**config.mk**
```make
export PLATFORM = sky130hd
export DESIGN_NAME = frame_sched_flat
export DESIGN_NICKNAME = d
export VERILOG_FILES = /design/src/rtl/frame_sched_if.sv /design/src/rtl/frame_sched.sv /design/src/flat_wrapper.sv
export SDC_FILE = /design/constraint.sdc
export NUM_CORES = 1
export LEC_CHECK = 0
export ABC_AREA = 0
export CAP_MARGIN = 30
export CORE_MARGIN = 3
export CORE_UTILIZATION = 40
export DETAILED_ROUTE_END_ITERATION = 8
export SYNTH_ARGS = -nofsm -noshare
export SYNTH_HDL_FRONTEND = slang
export SYNTH_SLANG_ARGS = --single-unit
```
**constraint.sdc**
```tcl
create_clock -name clk -period 3.3 [get_ports clk]
set_input_delay 0.33 -clock clk [delete_from_list [all_inputs] [get_ports clk]]
set_output_delay 0.33 -clock clk [all_outputs]
set_load 0.01 [all_outputs]
```
**src/rtl/frame_sched_if.sv**
```systemverilog
// Frame scheduler bus: sample/handshake inputs and scheduling outputs.
interface frame_sched_if #(
  parameter int ADDR_W = 9
) ();
  logic              sched_en;
  logic              sample_valid;
  logic              win_done;
  logic              fft_done;
  logic [ADDR_W-1:0] wr_addr;
  logic [ADDR_W-1:0] frame_base;
  logic              win_start;
  logic              fft_start;
  logic              busy;
  logic              overrun;
  logic [15:0]       frame_cnt;

  // Environment side: drives samples and stage completions.
  modport master (
    output sched_en, sample_valid, win_done, fft_done,
    input  wr_addr, frame_base, win_start, fft_start, busy, overrun, frame_cnt
  );

  // Scheduler side.
  modport slave (
    input  sched_en, sample_valid, win_done, fft_done,
    output wr_addr, frame_base, win_start, fft_start, busy, overrun, frame_cnt
  );
endinterface

```
**src/rtl/frame_sched.sv**
```systemverilog
// Overlapping-frame scheduler: tracks a circular sample buffer and sequences
// the window and FFT stages once a full frame of samples is available.
module frame_sched #(
  parameter int FRAME_LEN = 256,
  parameter int HOP_LEN   = 128,
  parameter int BUF_DEPTH = 512,
  parameter int ADDR_W    = 9
) (
  input  logic          clk,
  input  logic          rst,
  frame_sched_if.slave  bus
);

  typedef enum logic [2:0] {
    ST_IDLE      = 3'd0,
    ST_FILL      = 3'd1,
    ST_WIN_START = 3'd2,
    ST_WIN_RUN   = 3'd3,
    ST_FFT_START = 3'd4,
    ST_FFT_RUN   = 3'd5
  } state_t;

  // fill is one bit wider than an address so a completely full buffer is
  // distinguishable from an empty one.
  localparam logic [ADDR_W:0]   FRAME_LEN_C = (ADDR_W+1)'(FRAME_LEN);
  localparam logic [ADDR_W:0]   HOP_FILL_C  = (ADDR_W+1)'(HOP_LEN);
  localparam logic [ADDR_W:0]   DEPTH_C     = (ADDR_W+1)'(BUF_DEPTH);
  localparam logic [ADDR_W:0]   FILL_ONE_C  = {{ADDR_W{1'b0}}, 1'b1};
  // Truncation to ADDR_W bits gives the modulo-BUF_DEPTH address step.
  localparam logic [ADDR_W-1:0] HOP_ADDR_C  = ADDR_W'(HOP_LEN);
  localparam logic [ADDR_W-1:0] ADDR_ONE_C  = {{(ADDR_W-1){1'b0}}, 1'b1};

  state_t            state_r;
  logic [ADDR_W:0]   fill_r;
  logic [ADDR_W-1:0] wr_addr_r;
  logic [ADDR_W-1:0] frame_base_r;
  logic              win_start_r;
  logic              fft_start_r;
  logic              busy_r;
  logic              overrun_r;
  logic [15:0]       frame_cnt_r;

  logic              accept_s;
  logic              drop_s;
  logic [ADDR_W:0]   fill_next_s;

  // Sample acceptance and next fill level; the hop is consumed while in WIN_START.
  always_comb begin
    accept_s    = bus.sample_valid && (fill_r < DEPTH_C);
    drop_s      = bus.sample_valid && !(fill_r < DEPTH_C);
    fill_next_s = fill_r;
    if (state_r == ST_WIN_START) begin
      fill_next_s = fill_r - HOP_FILL_C + {{ADDR_W{1'b0}}, accept_s};
    end else if (accept_s) begin
      fill_next_s = fill_r + FILL_ONE_C;
    end else begin
      fill_next_s = fill_r;
    end
  end

  // Buffer bookkeeping: fill level, write pointer and sticky overrun flag.
  always_ff @(posedge clk or posedge rst) begin
    if (rst) begin
      fill_r    <= '0;
      wr_addr_r <= '0;
      overrun_r <= 1'b0;
    end else begin
      fill_r <= fill_next_s;
      if (accept_s) begin
        wr_addr_r <= wr_addr_r + ADDR_ONE_C;
      end
      if (drop_s) begin
        overrun_r <= 1'b1;
      end
    end
  end

  // Frame sequencing FSM with registered start pulses, busy, base and count.
  always_ff @(posedge clk or posedge rst) begin
    if (rst) begin
      state_r      <= ST_IDLE;
      win_start_r  <= 1'b0;
      fft_start_r  <= 1'b0;
      busy_r       <= 1'b0;
      frame_base_r <= '0;
      frame_cnt_r  <= 16'd0;
    end else begin
      win_start_r <= 1'b0;
      fft_start_r <= 1'b0;
      case (state_r)
        ST_IDLE: begin
          if (bus.sched_en) begin
            state_r <= ST_FILL;
          end
        end
        ST_FILL: begin
          if (!bus.sched_en) begin
            state_r <= ST_IDLE;
          end else if (fill_r >= FRAME_LEN_C) begin
            state_r     <= ST_WIN_START;
            win_start_r <= 1'b1;
            busy_r      <= 1'b1;
          end
        end
        ST_WIN_START: begin
          state_r <= ST_WIN_RUN;
        end
        ST_WIN_RUN: begin
          // A coincident fft_done is deliberately ignored here.
          if (bus.win_done) begin
            state_r     <= ST_FFT_START;
            fft_start_r <= 1'b1;
          end
        end
        ST_FFT_START: begin
          state_r <= ST_FFT_RUN;
        end
        ST_FFT_RUN: begin
          if (bus.fft_done) begin
            state_r      <= ST_FILL;
            busy_r       <= 1'b0;
            frame_base_r <= frame_base_r + HOP_ADDR_C;
            frame_cnt_r  <= frame_cnt_r + 16'd1;
          end
        end
        default: begin
          state_r <= ST_IDLE;
          busy_r  <= 1'b0;
        end
      endcase
    end
  end

  assign bus.wr_addr    = wr_addr_r;
  assign bus.frame_base = frame_base_r;
  assign bus.win_start  = win_start_r;
  assign bus.fft_start  = fft_start_r;
  assign bus.busy       = busy_r;
  assign bus.overrun    = overrun_r;
  assign bus.frame_cnt  = frame_cnt_r;

endmodule

```
**src/flat_wrapper.sv**
```systemverilog
// flat-port wrapper written by rule: the top's interface ports become plain ports
module frame_sched_flat 
#(
  parameter int FRAME_LEN = 256,
  parameter int HOP_LEN   = 128,
  parameter int BUF_DEPTH = 512,
  parameter int ADDR_W    = 9
)
  (clk, rst, bus_sched_en, bus_sample_valid, bus_win_done, bus_fft_done, bus_wr_addr, bus_frame_base, bus_win_start, bus_fft_start, bus_busy, bus_overrun, bus_frame_cnt);
  frame_sched_if #(.ADDR_W(ADDR_W)) bus_i ();
  input  logic clk;
  input  logic rst;
  input wire logic [$bits(bus_i.sched_en)-1:0] bus_sched_en;
  input wire logic [$bits(bus_i.sample_valid)-1:0] bus_sample_valid;
  input wire logic [$bits(bus_i.win_done)-1:0] bus_win_done;
  input wire logic [$bits(bus_i.fft_done)-1:0] bus_fft_done;
  output wire logic [$bits(bus_i.wr_addr)-1:0] bus_wr_addr;
  output wire logic [$bits(bus_i.frame_base)-1:0] bus_frame_base;
  output wire logic [$bits(bus_i.win_start)-1:0] bus_win_start;
  output wire logic [$bits(bus_i.fft_start)-1:0] bus_fft_start;
  output wire logic [$bits(bus_i.busy)-1:0] bus_busy;
  output wire logic [$bits(bus_i.overrun)-1:0] bus_overrun;
  output wire logic [$bits(bus_i.frame_cnt)-1:0] bus_frame_cnt;
  assign bus_i.sched_en = bus_sched_en;
  assign bus_i.sample_valid = bus_sample_valid;
  assign bus_i.win_done = bus_win_done;
  assign bus_i.fft_done = bus_fft_done;
  assign bus_wr_addr = bus_i.wr_addr;
  assign bus_frame_base = bus_i.frame_base;
  assign bus_win_start = bus_i.win_start;
  assign bus_fft_start = bus_i.fft_start;
  assign bus_busy = bus_i.busy;
  assign bus_overrun = bus_i.overrun;
  assign bus_frame_cnt = bus_i.frame_cnt;
  frame_sched #(.FRAME_LEN(FRAME_LEN), .HOP_LEN(HOP_LEN), .BUF_DEPTH(BUF_DEPTH), .ADDR_W(ADDR_W)) u_core (.clk(clk), .rst(rst), .bus(bus_i));
endmodule
```
==> flow_summary.toml <==
[setup_path]
critical_path.startpoint = "bus_sample_valid"
r2r_cells = 8
arrival_ns = 2.21
end_kind = "flip-flop"
critical_path_class = "primary input to flip-flop"
r2r_end = "u_core.fill_r[4]$_DFFE_PP0P_"
cp_max_fo = 12
ff2ff_setup_slack_ns = 1.38
start_kind = "primary input"
required_ns = 3.48
worstReg2RegStart = "u_core.fill_r[9]$_DFFE_PP0P_"

[timing]
max_slew_margin = 0.6640
worst_slack_ns = 1.271
period_minus_slack_ns = 2.029
drv_slew = 0
worstMarginPinSlew_ns = 0.5009
period_share = 0.6149
setup_viol = 0
hold_violations = 0
tns_ns = 0
max_freq_mhz = 492.8
rsz0062_at_grt = "no"
fin_skew_ns = 0.006108

[floorplan]
start_util = 0.4190
io_pins = 44
die_h_um = 79.61
core_mm2 = 0.005172
dieArea_mm2 = 0.006337
die_x_um = 79.61
rows = 26

[yosys]
ys_seq_area_frac = 0.5081
synth_warnings = 0
synth_top_cell_area_share = 0.5081
yosys-top-cells-count = "dfrtp_1 (44), xnor2_1 (21), nand2_1 (19), nand3_1 (12), xor2_1 (12)"
synthCells = 193
ys_ff_latch = 44
synth_area_mm2 = 0.002167
synth_edf_count = 0
ys.flop_type = "dfrtp_1"
synth_area_leaders = "dfrtp_1 (51%), xnor2_1 (8.5%), xor2_1 (4.8%)"
synth_cell_types = 42
ys_async_sr_fraction = 1.000
avgSynthCellArea_um2 = 11.23
synth_most_common_cell = "dfrtp_1"
synth_top_area_cell = "dfrtp_1"

[layout]
final-instance-count-excl-fill = 304
area_growth_pct = 25.29
drive_above_1_share = 0.07692
n_antenna_cell = 0
nFillCells = 473
fin_nets = 244
fin_util = 0.5249

[cts]
clock_path_buffers = 2
clock_sinks = 44
clk_latency_ns = 0.29
cts_htree_levels = 2
cts_resized = 0
post_cts_buffers = 0
cts_hold_buffers = 0
cts_tree = "yes"
clockRootBuffer = "clkbuf_8"
cts_buffers = 5
clk_pin_slew_ns = 0.09

[worst_hold_path]
hold_path.class = "primary input to async pin"

[placement]
gp_congestion = 0.8239
port_buffers = 36
dp.cells = 296
dp_hpwl_um = 2787
dp_slack_ns = 0.9708

[detailed_routing]
routed_via_density = 4.875
drc = 0
drtIter0Drc = 56
drt_pass1_iterations = 4
route.vias.total = 1482
wl_um = 3764
post_drt_wl_per_cell_um = 12.38
drtAntennaViolNets = 0

[run]
maxCapViolCount = 0

[global_route]
grt_pass1_vias = 1438
grt_use_total = 0.1322
grt_pass1_wl_um = 6672
grt_overflow = 0
antenna_found_initial = 0
grt_max_degree = 18

[power_and_ir_drop]
leakagePower_nw = 1.229
power_density_mw_per_mm2 = 708.7
swShare = 0.3339
seqPwrFrac = 0.471
switchingPower_w = 0.0006425
ir_worst_vdd_v = 0.0003903
p_clk_frac = 0.225
intPower_w = 0.001282
power_frac_comb = 0.303

[status]
status = "finished clean"
==> critical path, stage by stage <==
cell and delay [ns]:
clkdlybuf4s50_1 0.44, nor2b_1 0.14, buf_4 0.18, ha_1 0.23, ha_1 0.20, nor4bb_1 0.12
a31oi_1 0.31, nor2_1 0.11, xor2_1 0.15
==> state kept, by name, summed over array words and instances, names as in the netlist <==
signal                 cells
u_core.bus.frame_cnt      16
u_core.bus.frame_base      2
u_core.bus.fft_start       1
u_core.bus.busy            1
u_core.bus.wr_addr         9
u_core.bus.overrun         1
u_core.fill_r             10
u_core.state_r             3
u_core.bus.win_start       1
==> area by class of cell <==
class / instances / area [µm²] / share of cell area
Clock buffer: 6 / 82.58 / 0.03041
Multi-Input combinational cell: 140 / 991.0 / 0.3650
Sequential cell: 44 / 1101 / 0.4055
Tap cell: 70 / 87.58 / 0.03226
Inverter: 3 / 11.26 / 0.004147
Timing Repair Buffer: 39 / 402.9 / 0.1484
Clock inverter: 2 / 38.79 / 0.01429
==> through the flow <==
step	total power [W]	hold slack (ns)	area (µm²)
after global routing	0.002082	0.3160	2715
after detailed placement	0.001510	0.4599	2594
after floorplan	0.001258	0.4348	2190
final	0.001924	0.3038	2715
after CTS	0.001948	0.3137	2715
after global placement	0.001498	0.4592	2566
==> how the worst max path moves through the flow <==
stage | slack (ns) | to | cells after the start
after floorplan | 1.50 | u_core.fill_r[6]$_DFFE_PP0P_ | 8
after global placement | 1.03 | u_core.fill_r[4]$_DFFE_PP0P_ | 9
after detailed placement | 0.97 | u_core.fill_r[6]$_DFFE_PP0P_ | 9
after CTS | 1.27 | u_core.fill_r[4]$_DFFE_PP0P_ | 9
after global routing | 1.10 | u_core.fill_r[4]$_DFFE_PP0P_ | 9
final | 1.27 | u_core.fill_r[4]$_DFFE_PP0P_ | 9
==> metal layers <==
metal	up-vias	part of all wire	GRT usage
li1	735	-	-
met1	710	0.47	0.1810
met2	32	0.47	0.2087
met3	5	0.043	0.03273
met4	0	0.0093	0.03436
met5	-	0	0
==> power by group through the flow <==
| stage | logic (W) | clock network, W | registers, W |
|---|---|---|---|
| after floorplan | 0.000381 | 0 | 0.000877 |
| after global placement | 0.000579 | 0 | 0.000920 |
| after detailed placement | 0.000593 | 0 | 0.000917 |
| after CTS | 0.000594 | 0.000443 | 0.000910 |
| after global routing | 0.000664 | 0.000473 | 0.000944 |
| final | 0.000584 | 0.000433 | 0.000907 |
==> placed cells by master, fill, tap and decap left out, types with 2 or more instances in the layout <==
cell / synthesis / final
a21o_1: 2 / 2
a21oi_1: 3 / 3
a31oi_1: 4 / 4
and2_1: 2 / 2
and3_1: 4 / 4
and4_1: 6 / 6
buf_4: 8 / 2
clkbuf_8: 0 / 6
clkdlybuf4s50_1: 0 / 36
conb_1: 1 / 7
dfrtp_1: 44 / 44
ha_1: 5 / 5
inv_1: 3 / 2
nand2_1: 19 / 19
nand3_1: 12 / 12
nand4_1: 3 / 3
nor2_1: 8 / 8
nor2b_1: 2 / 2
nor3_1: 3 / 3
nor3b_2: 2 / 2
nor4bb_1: 2 / 2
o21ai_0: 4 / 4
or3b_1: 2 / 2
xnor2_1: 21 / 21
xor2_1: 12 / 12
==> logic make-up after synthesis <==
| logic type | Yosys count | synth area share |
|---|---|---|
| other | 1 | 0.001730 |
| buffers and inverters | 15 | 0.04503 |
| adder cells (fa/ha/maj) | 5 | 0.02887 |
| AND/OR/NAND/NOR | 73 | 0.2148 |
| multiplexers | 2 | 0.009815 |
| XOR/XNOR | 33 | 0.1334 |
| AO/OA/AOI/OAI | 20 | 0.05831 |
| flip-flops | 44 | 0.5081 |
Power figures use the tool's default switching activity.
